--- src/rtl/acumulador_de_teclas_pkg.sv ---
// Shared types and key codes for the keypad numeric-entry accumulator.
package acumulador_pkg;

  typedef enum logic [1:0] {
    ESPERA_TECLA  = 2'd0,
    PROCESSA      = 2'd1,
    ESPERA_SOLTAR = 2'd2
  } estado_t;

  localparam logic [3:0] TECLA_LIMPA    = 4'hF;
  localparam logic [3:0] TECLA_CONFIRMA = 4'hE;
  localparam logic [3:0] TECLA_APAGA    = 4'hA;

endpackage

--- src/rtl/acumulador_de_teclas_if.sv ---
// Keypad-side inputs and accumulator results bundled as one port.
interface acumulador_de_teclas_if #(
  parameter int N_DIGITOS = 4
);
  localparam int W  = 4 * N_DIGITOS;
  localparam int NW = $clog2(N_DIGITOS + 1);

  logic [3:0]    tecla_value;
  logic          tecla_valid;
  logic [W-1:0]  digitos;
  logic [NW-1:0] num_digitos;
  logic [W-1:0]  valor;
  logic          valor_valid;
  logic          erro;
  logic          timeout;

  modport master (
    output tecla_value, tecla_valid,
    input  digitos, num_digitos, valor, valor_valid, erro, timeout
  );

  modport slave (
    input  tecla_value, tecla_valid,
    output digitos, num_digitos, valor, valor_valid, erro, timeout
  );
endinterface

--- src/rtl/acumulador_de_teclas_temporizador_inatividade.sv ---
// Idle counter: raises expirou while enabled and the count sits at TIMEOUT_CICLOS-1.
module temporizador_inatividade #(
  parameter int TIMEOUT_CICLOS = 50_000_000
) (
  input  logic clk,
  input  logic rst,
  input  logic habilita,
  input  logic zera,
  output logic expirou
);
  localparam int CW = $clog2(TIMEOUT_CICLOS);

  logic [CW-1:0] cnt_q, cnt_d;

  always_comb begin
    cnt_d = cnt_q;
    if (zera)          cnt_d = '0;
    else if (habilita) cnt_d = cnt_q + 1'b1;
  end

  assign expirou = habilita && (cnt_q == CW'(TIMEOUT_CICLOS - 1));

  always_ff @(posedge clk) begin
    if (rst) cnt_q <= '0;
    else     cnt_q <= cnt_d;
  end
endmodule

--- src/rtl/acumulador_de_teclas.sv ---
// BCD numeric-entry accumulator: one action per key press (digit, clear, backspace, confirm).
// Optional idle auto-clear compiled in with ACUMULADOR_TIMEOUT_EN.
module acumulador_de_teclas
  import acumulador_pkg::*;
#(
  parameter int N_DIGITOS      = 4,
  parameter int TIMEOUT_CICLOS = 50_000_000
) (
  input logic clk,
  input logic rst,
  acumulador_de_teclas_if.slave bus
);
  localparam int W  = 4 * N_DIGITOS;
  localparam int NW = $clog2(N_DIGITOS + 1);
  localparam logic [NW-1:0] MAX_D = NW'(N_DIGITOS);

  if (N_DIGITOS < 1 || N_DIGITOS > 8) begin : g_chk_n
    $error("N_DIGITOS out of range");
  end
  if (TIMEOUT_CICLOS < 2) begin : g_chk_t
    $error("TIMEOUT_CICLOS must be at least 2");
  end

  estado_t       state_q, state_d;
  logic [3:0]    tecla_q, tecla_d;
  logic [W-1:0]  digitos_q, digitos_d;
  logic [NW-1:0] num_q, num_d;
  logic [W-1:0]  valor_q, valor_d;
  logic          vv_q, vv_d;
  logic          erro_q, erro_d;
  logic          to_q, to_d;
  logic          expirou;

`ifdef ACUMULADOR_TIMEOUT_EN
  logic habilita, zera;
  assign habilita = (state_q == ESPERA_TECLA) && (num_q != '0);
  // A press latched on the expiry edge wins: the counter simply restarts.
  assign zera     = !habilita || bus.tecla_valid || expirou;

  temporizador_inatividade #(.TIMEOUT_CICLOS(TIMEOUT_CICLOS)) u_temporizador (
    .clk      (clk),
    .rst      (rst),
    .habilita (habilita),
    .zera     (zera),
    .expirou  (expirou)
  );
`else
  assign expirou = 1'b0;
`endif

  always_comb begin
    state_d   = state_q;
    tecla_d   = tecla_q;
    digitos_d = digitos_q;
    num_d     = num_q;
    valor_d   = valor_q;
    vv_d      = 1'b0;
    erro_d    = 1'b0;
    to_d      = 1'b0;
    case (state_q)
      ESPERA_TECLA: begin
        if (bus.tecla_valid) begin
          tecla_d = bus.tecla_value;
          state_d = PROCESSA;
        end else if (expirou) begin
          digitos_d = '0;
          num_d     = '0;
          to_d      = 1'b1;
        end
      end
      PROCESSA: begin
        state_d = ESPERA_SOLTAR;
        if (tecla_q <= 4'd9) begin
          if (num_q < MAX_D) begin
            digitos_d = (digitos_q << 4) | W'(tecla_q);
            num_d     = num_q + 1'b1;
          end else begin
            erro_d = 1'b1;
          end
        end else begin
          case (tecla_q)
            TECLA_LIMPA: begin
              digitos_d = '0;
              num_d     = '0;
            end
            TECLA_CONFIRMA: begin
              if (num_q != '0) begin
                valor_d   = digitos_q;
                vv_d      = 1'b1;
                digitos_d = '0;
                num_d     = '0;
              end else begin
                erro_d = 1'b1;
              end
            end
            TECLA_APAGA: begin
              if (num_q != '0) begin
                digitos_d = digitos_q >> 4;
                num_d     = num_q - 1'b1;
              end
            end
            default: ;
          endcase
        end
      end
      default: begin
        if (!bus.tecla_valid) state_d = ESPERA_TECLA;
      end
    endcase
  end

  // Reset lands in ESPERA_SOLTAR so a key held through reset is ignored until released.
  always_ff @(posedge clk) begin
    if (rst) begin
      state_q   <= ESPERA_SOLTAR;
      tecla_q   <= '0;
      digitos_q <= '0;
      num_q     <= '0;
      valor_q   <= '0;
      vv_q      <= 1'b0;
      erro_q    <= 1'b0;
      to_q      <= 1'b0;
    end else begin
      state_q   <= state_d;
      tecla_q   <= tecla_d;
      digitos_q <= digitos_d;
      num_q     <= num_d;
      valor_q   <= valor_d;
      vv_q      <= vv_d;
      erro_q    <= erro_d;
      to_q      <= to_d;
    end
  end

  assign bus.digitos     = digitos_q;
  assign bus.num_digitos = num_q;
  assign bus.valor       = valor_q;
  assign bus.valor_valid = vv_q;
  assign bus.erro        = erro_q;
  assign bus.timeout     = to_q;
endmodule

--- src/flat_wrapper.sv ---
// flat-port wrapper written by rule: the top's interface ports become plain ports
module acumulador_de_teclas_flat import acumulador_pkg::*;
#(
  parameter int N_DIGITOS      = 4,
  parameter int TIMEOUT_CICLOS = 50_000_000
)
  (clk, rst, bus_tecla_value, bus_tecla_valid, bus_digitos, bus_num_digitos, bus_valor, bus_valor_valid, bus_erro, bus_timeout);
  acumulador_de_teclas_if #(.N_DIGITOS(N_DIGITOS)) bus_i ();
  input logic clk;
  input logic rst;
  input wire logic [$bits(bus_i.tecla_value)-1:0] bus_tecla_value;
  input wire logic [$bits(bus_i.tecla_valid)-1:0] bus_tecla_valid;
  output wire logic [$bits(bus_i.digitos)-1:0] bus_digitos;
  output wire logic [$bits(bus_i.num_digitos)-1:0] bus_num_digitos;
  output wire logic [$bits(bus_i.valor)-1:0] bus_valor;
  output wire logic [$bits(bus_i.valor_valid)-1:0] bus_valor_valid;
  output wire logic [$bits(bus_i.erro)-1:0] bus_erro;
  output wire logic [$bits(bus_i.timeout)-1:0] bus_timeout;
  assign bus_i.tecla_value = bus_tecla_value;
  assign bus_i.tecla_valid = bus_tecla_valid;
  assign bus_digitos = bus_i.digitos;
  assign bus_num_digitos = bus_i.num_digitos;
  assign bus_valor = bus_i.valor;
  assign bus_valor_valid = bus_i.valor_valid;
  assign bus_erro = bus_i.erro;
  assign bus_timeout = bus_i.timeout;
  acumulador_de_teclas #(.N_DIGITOS(N_DIGITOS), .TIMEOUT_CICLOS(TIMEOUT_CICLOS)) u_core (.clk(clk), .rst(rst), .bus(bus_i));
endmodule
--- config.mk ---
export PLATFORM = sky130hd
export DESIGN_NAME = acumulador_de_teclas_flat
export DESIGN_NICKNAME = d
export VERILOG_FILES = /design/src/rtl/acumulador_de_teclas_pkg.sv /design/src/rtl/acumulador_de_teclas_if.sv /design/src/rtl/acumulador_de_teclas_temporizador_inatividade.sv /design/src/rtl/acumulador_de_teclas.sv /design/src/flat_wrapper.sv
export SDC_FILE = /design/constraint.sdc
export NUM_CORES = 1
export LEC_CHECK = 0
export ABC_AREA = 1
export CORE_MARGIN = 2
export CORE_UTILIZATION = 40
export CTS_CLUSTER_SIZE = 14
export DETAILED_ROUTE_END_ITERATION = 7
export GPL_TIMING_DRIVEN = 0
export HOLD_SLACK_MARGIN = 0.1
export PLACE_DENSITY = 0.66
export SYNTH_ARGS = -nofsm -noshare
export SYNTH_HDL_FRONTEND = slang
export SYNTH_SLANG_ARGS = --single-unit
--- constraint.sdc ---
create_clock -name clk -period 3.8 [get_ports clk]
set_input_delay 0.38 -clock clk [delete_from_list [all_inputs] [get_ports clk]]
set_output_delay 0.38 -clock clk [all_outputs]
set_load 0.02 [all_outputs]
# Word level (Yosys, flattened, before mapping)
# Index checks and enable logic that the tools add are counted.
# word_totals
ff_bits	43
elab_cells	51
# classes
addsub	2
magnitude_cmp	2
eq_ne	9
n_mux	18
n_bitwise	4
reduce_logical	9
# op_table
operator	count
16-bit 2-to-1 mux	4
16-bit one-hot mux with 3 select lines	1
16-bit by 4-bit OR with 16-bit output	1
4-bit == test (second input constant)	3
3-bit 2-to-1 mux	4
3-bit by 1-bit != test with 1-bit output (second input constant)	3
3-bit one-hot mux with 3 select lines	1
1-bit 2-to-1 mux	5
5-bit AND reduction	1
4-bit less-or-equal comparator (second input constant)	1
2-bit 2-to-1 mux	2
2-bit != test (second input constant)	2
2-bit one-hot mux with 2 select lines	1
2-bit AND reduction	2
4-bit AND reduction	1
4-bit nonzero test	1
4-bit OR reduction	1
3-bit by 1-bit adder with 3-bit output (second input constant)	1
3-bit < comparator (second input constant)	1
1-bit NOT	3
3-bit nonzero test	1
3-bit by 1-bit subtractor with 3-bit output (second input constant)	1
2-bit by 1-bit == test with 1-bit output (second input constant)	1
2-bit logical NOT	1
2-bit OR reduction	1

# Longest topological paths before layout
# logic_depth
depth_word	4
mapped_depth	11
depth_no_buf	10

# Least setup slack after synthesis
# Ideal clock, no wire load.
# synth_timing
path_type	register to register
start	register u_core.num_q[0] (netlist: u_core.bus.num_digitos[0])
end	register u_core.digitos_q[11] (netlist: u_core.bus.digitos[11])
setup_ns	0.114
t_arrival_ns	1.613
required_ns	3.686
path_slack_ns	2.073
stages_incl_launch_ff	11
period_less_slack_ns	1.727
path_cell_list	dfxtp_1 -> inv_1 -> ha_1 -> ha_1 -> inv_1 -> nand3_2 -> nand2_4 -> nand3_4 -> buf_6 -> nor2_1 -> nor2_2
# synth_via
elab_chain_len	3
word_cells_on_any_way	6
# synth_rtl
item	line	text
start, declared	acumulador_de_teclas.sv:27	logic [NW-1:0] num_q, num_d;
start signal, assigned	acumulador_de_teclas.sv:127	num_q <= num_d;
3-bit < comparator or 3-bit nonzero test (tied branches)	acumulador_de_teclas.sv:74, acumulador_de_teclas.sv:87, acumulador_de_teclas.sv:97	
2-bit != test (no source line) or 3-bit by 1-bit != test with 1-bit output (tied branches)	n/a	
5-bit AND reduction (no source line) (*)	n/a	
end signal, assigned	acumulador_de_teclas.sv:126	digitos_q <= digitos_d;
end, declared	acumulador_de_teclas.sv:26	logic [W-1:0] digitos_q, digitos_d;
# Mark *: on every way between the ends. The rest lies on a longest branch, timed or not.
# A chain may end at the register's enable or synchronous reset.

# Final worst setup path
# layout_timing
start	register u_core.digitos_q[14] (netlist: u_core.bus.digitos[14])
end	output port bus_digitos[14]
# layout_rtl
item	line	text
end, declared	flat_wrapper.sv:13	output wire logic [$bits(bus_i.digitos)-1:0] bus_digitos;
# No word-level cell between the ends.

==> summary.txt <==
Hold Vio Cnt, Final -> 0
Worst Setup End Kind -> output pin
status -> finished, final reports clean
Syn Inst Count -> 262
sequential cell area fraction in the yosys report -> 44.1%
met2 wire length -> 2030 um
WHS Path Cells -> 2
buffers and inverters on the worst path -> 1
Worst-Skew Late Latency -> 300 ps
DIE WIDTH -> 73.9 um
Worst Skew -> 7.59 ps
max frequency -> 0.566 GHz
die height -> 73.9 um
initial antenna violation count -> 0
crit path kind -> flop to output pin
Row Count -> 25
Leakage -> 1.11 nW
max incr delay on CP -> 640 ps
arrival time worst endpoint -> 1390 ps
CTS tree -> built
Max IR drop VDD -> 0.166 mV
Synth cell types -> 28
max_cap viols -> 0
vias -> 1,800
HPWL after DPL -> 3420 um
final core utilization -> 54.0%
Antenna Nets Post-Route -> 0
largest cells by area after synthesis -> dfxtp_1, nor2_1, nand2_1
total gr overflow -> 0
area of the die -> 5450 um^2
via-per-instance ratio -> 4.74
fin crit period -> 1770 ps
largest net degree at the start of global routing -> 14
worst-path cell chain -> clkdlybuf4s50_1
CTS Buf Count -> 5
total wire length -> 4770 um
warnings from Yosys -> 0
DR WL met3 -> 221 um
I/O Pins -> 45
Max Buffers Root-to-Sink -> 2
htree depth -> 2
Cell Pwr Density -> 331 nW/um^2
Placed Cells -> 372
post-synth top area cell -> dfxtp_1
FF-to-FF path depth -> 9
routability cong. -> 0.860
syn nets -> 272
filler instances -> 456
Crit path depth -> 1
Final Slew Violations -> 0
CTS resizes -> 0
share of layout cells above drive strength 1 -> 12.5%
Layout Cells excl Fill -> 380
CTS sink count -> 43
P&R area growth vs syn -> 30.7%
WL/cell -> 12.6 um
Port Buffer Count -> 43
crit-path max FO -> 4
Yosys top cell area share -> 44.1%
fin crit share -> 46.5%
first-pass GRT wire length -> 8090 um
# hold bufs at CTS -> 0
area of the core -> 4720 um^2
CTS root buf -> clkbuf_8
startpoint types -> flop
syn_area_per_cell -> 7.45 um^2
n_diodes -> 0
hold_ws -> 484 ps
required time of the worst setup path -> 3420 ps
first drt pass iteration count -> 4
vias in the first global route -> 1,636
Top delay family on crit path -> buffers and inverters
Iter 0 DRT Violations -> 110
Slowest cell on crit path -> clkdlybuf4s50_1
postcts setup bufs -> 0
Overall Power -> 0.844 mW
initial core utilization -> 41.3%
Tightest Hold Check Type -> flop to flop
highest routed metal layer -> met4
setup TNS -> 0 ps
GR Util All Layers -> 19.4%
WL met1 -> 2430 um
post-synthesis register bit count -> 43
Net count, final -> 322
Clock transition at path regs -> 80 ps
RSZ-0062 raised after global routing -> false
Netlist Area Pre-Place -> 1950 um^2
# DRC -> 0
final setup vio count -> 0
-- sequential cells by signal (all words and copies together), names as in the netlist --
| name | flops |
|---|---|
| u_core.bus.valor | 16 |
| u_core.bus.valor_valid | 1 |
| u_core.bus.erro | 1 |
| u_core.tecla_q | 4 |
| u_core.bus.digitos | 16 |
| u_core.state_q | 2 |
| u_core.bus.num_digitos | 3 |
-- stage by stage --
stage | worst slack, ps | cell area, um^2
3_5_place_dp | 2010 | 2470
6_report | 2030 | 2550
3_3_place_gp | 2040 | 2470
4_1_cts | 2040 | 2550
5_1_grt | 1900 | 2550
2_1_floorplan | 2070 | 1950
-- area by class of cell --
class                      count  area (um^2)  area share [%]
multi-input combinational    178          877            34.4
sequential                    43          861            33.7
timing repair buffer          43          430            16.9
buffer                        13          109            4.27
clock buffer                   6         72.6            2.84
clock inverter                 2         12.5           0.490
tap                           67         83.8            3.29
inverter                      28          105            4.12
-- where the power goes --
part,internal (mW),leakage (nW),total (mW),switching (mW)
clock network,0.129,0.0412,0.290,0.161
logic,0.0348,0.718,0.0849,0.0502
registers,0.459,0.348,0.469,0.00944
total,0.623,1.11,0.844,0.221
-- placed cells by master, fill, tap and decap left out --
cell type and n:
nand2_2 7, o21ai_0 14, inv_2 5, clkdlybuf4s50_1 43, nand3_1 10, dfxtp_1 43, nor3_2 1, nand3_2 1
clkbuf_1 4, inv_1 23, xnor2_1 1, o21ai_2 1, o21ai_1 9, nor2_1 47, nor3_1 1, conb_1 1
buf_4 3, clkbuf_8 6, nand3_4 1, o22ai_1 9, nor2_2 3, buf_2 1, clkinvlp_4 1, nand4_1 4
clkinv_2 1, nand2_4 1, nor2_4 2, ha_1 3, a21oi_1 19, nand2_1 43, buf_6 5
-- synthesized netlist by cell type --
master,instances
conb_1,1
clkbuf_8,1
buf_4,3
inv_1,23
o21ai_0,14
ha_1,3
nor2_2,3
a21oi_1,19
nor2_1,47
nand2_2,7
o22ai_1,9
xnor2_1,1
o21ai_2,1
buf_2,1
nand3_2,1
dfxtp_1,43
nand3_4,1
nor3_1,1
nor2_4,2
inv_2,5
nor3_2,1
nand2_1,43
buf_6,5
nand4_1,4
o21ai_1,9
clkbuf_1,3
nand2_4,1
nand3_1,10
-- final timing paths --
path,start,slack (ps),to
hold / removal,u_core.bus.valor[14],480,u_core.bus.valor[14]
setup reg to reg,u_core.bus.num_digitos[0],2060,u_core.bus.valor[0]
setup / recovery,u_core.bus.digitos[14],2030,bus_digitos[14]
hold reg to reg,u_core.bus.valor[14],480,u_core.bus.valor[14]
-- metal layers --
metal  vias up  GRT usage [%]
li1        936              -
met2        49           29.3
met1       806           27.0
met5         -              0
met3         9           4.39
met4         0           7.47
-- kinds of logic (layout without fill, tap and decap cells) --
family	Yosys count	count (layout)	synth area share (%)
other	1	1	0.192
and+or+nand+nor	121	121	28.3
DFF	43	43	44.1
AOI/OAI and AO/OA	52	52	14.1
xor gates and xnor gates	1	1	0.449
buffers and inverters	41	92	11.0
adders and majority gates	3	3	1.92
No activity file was read; power rests on OpenSTA's default activity.
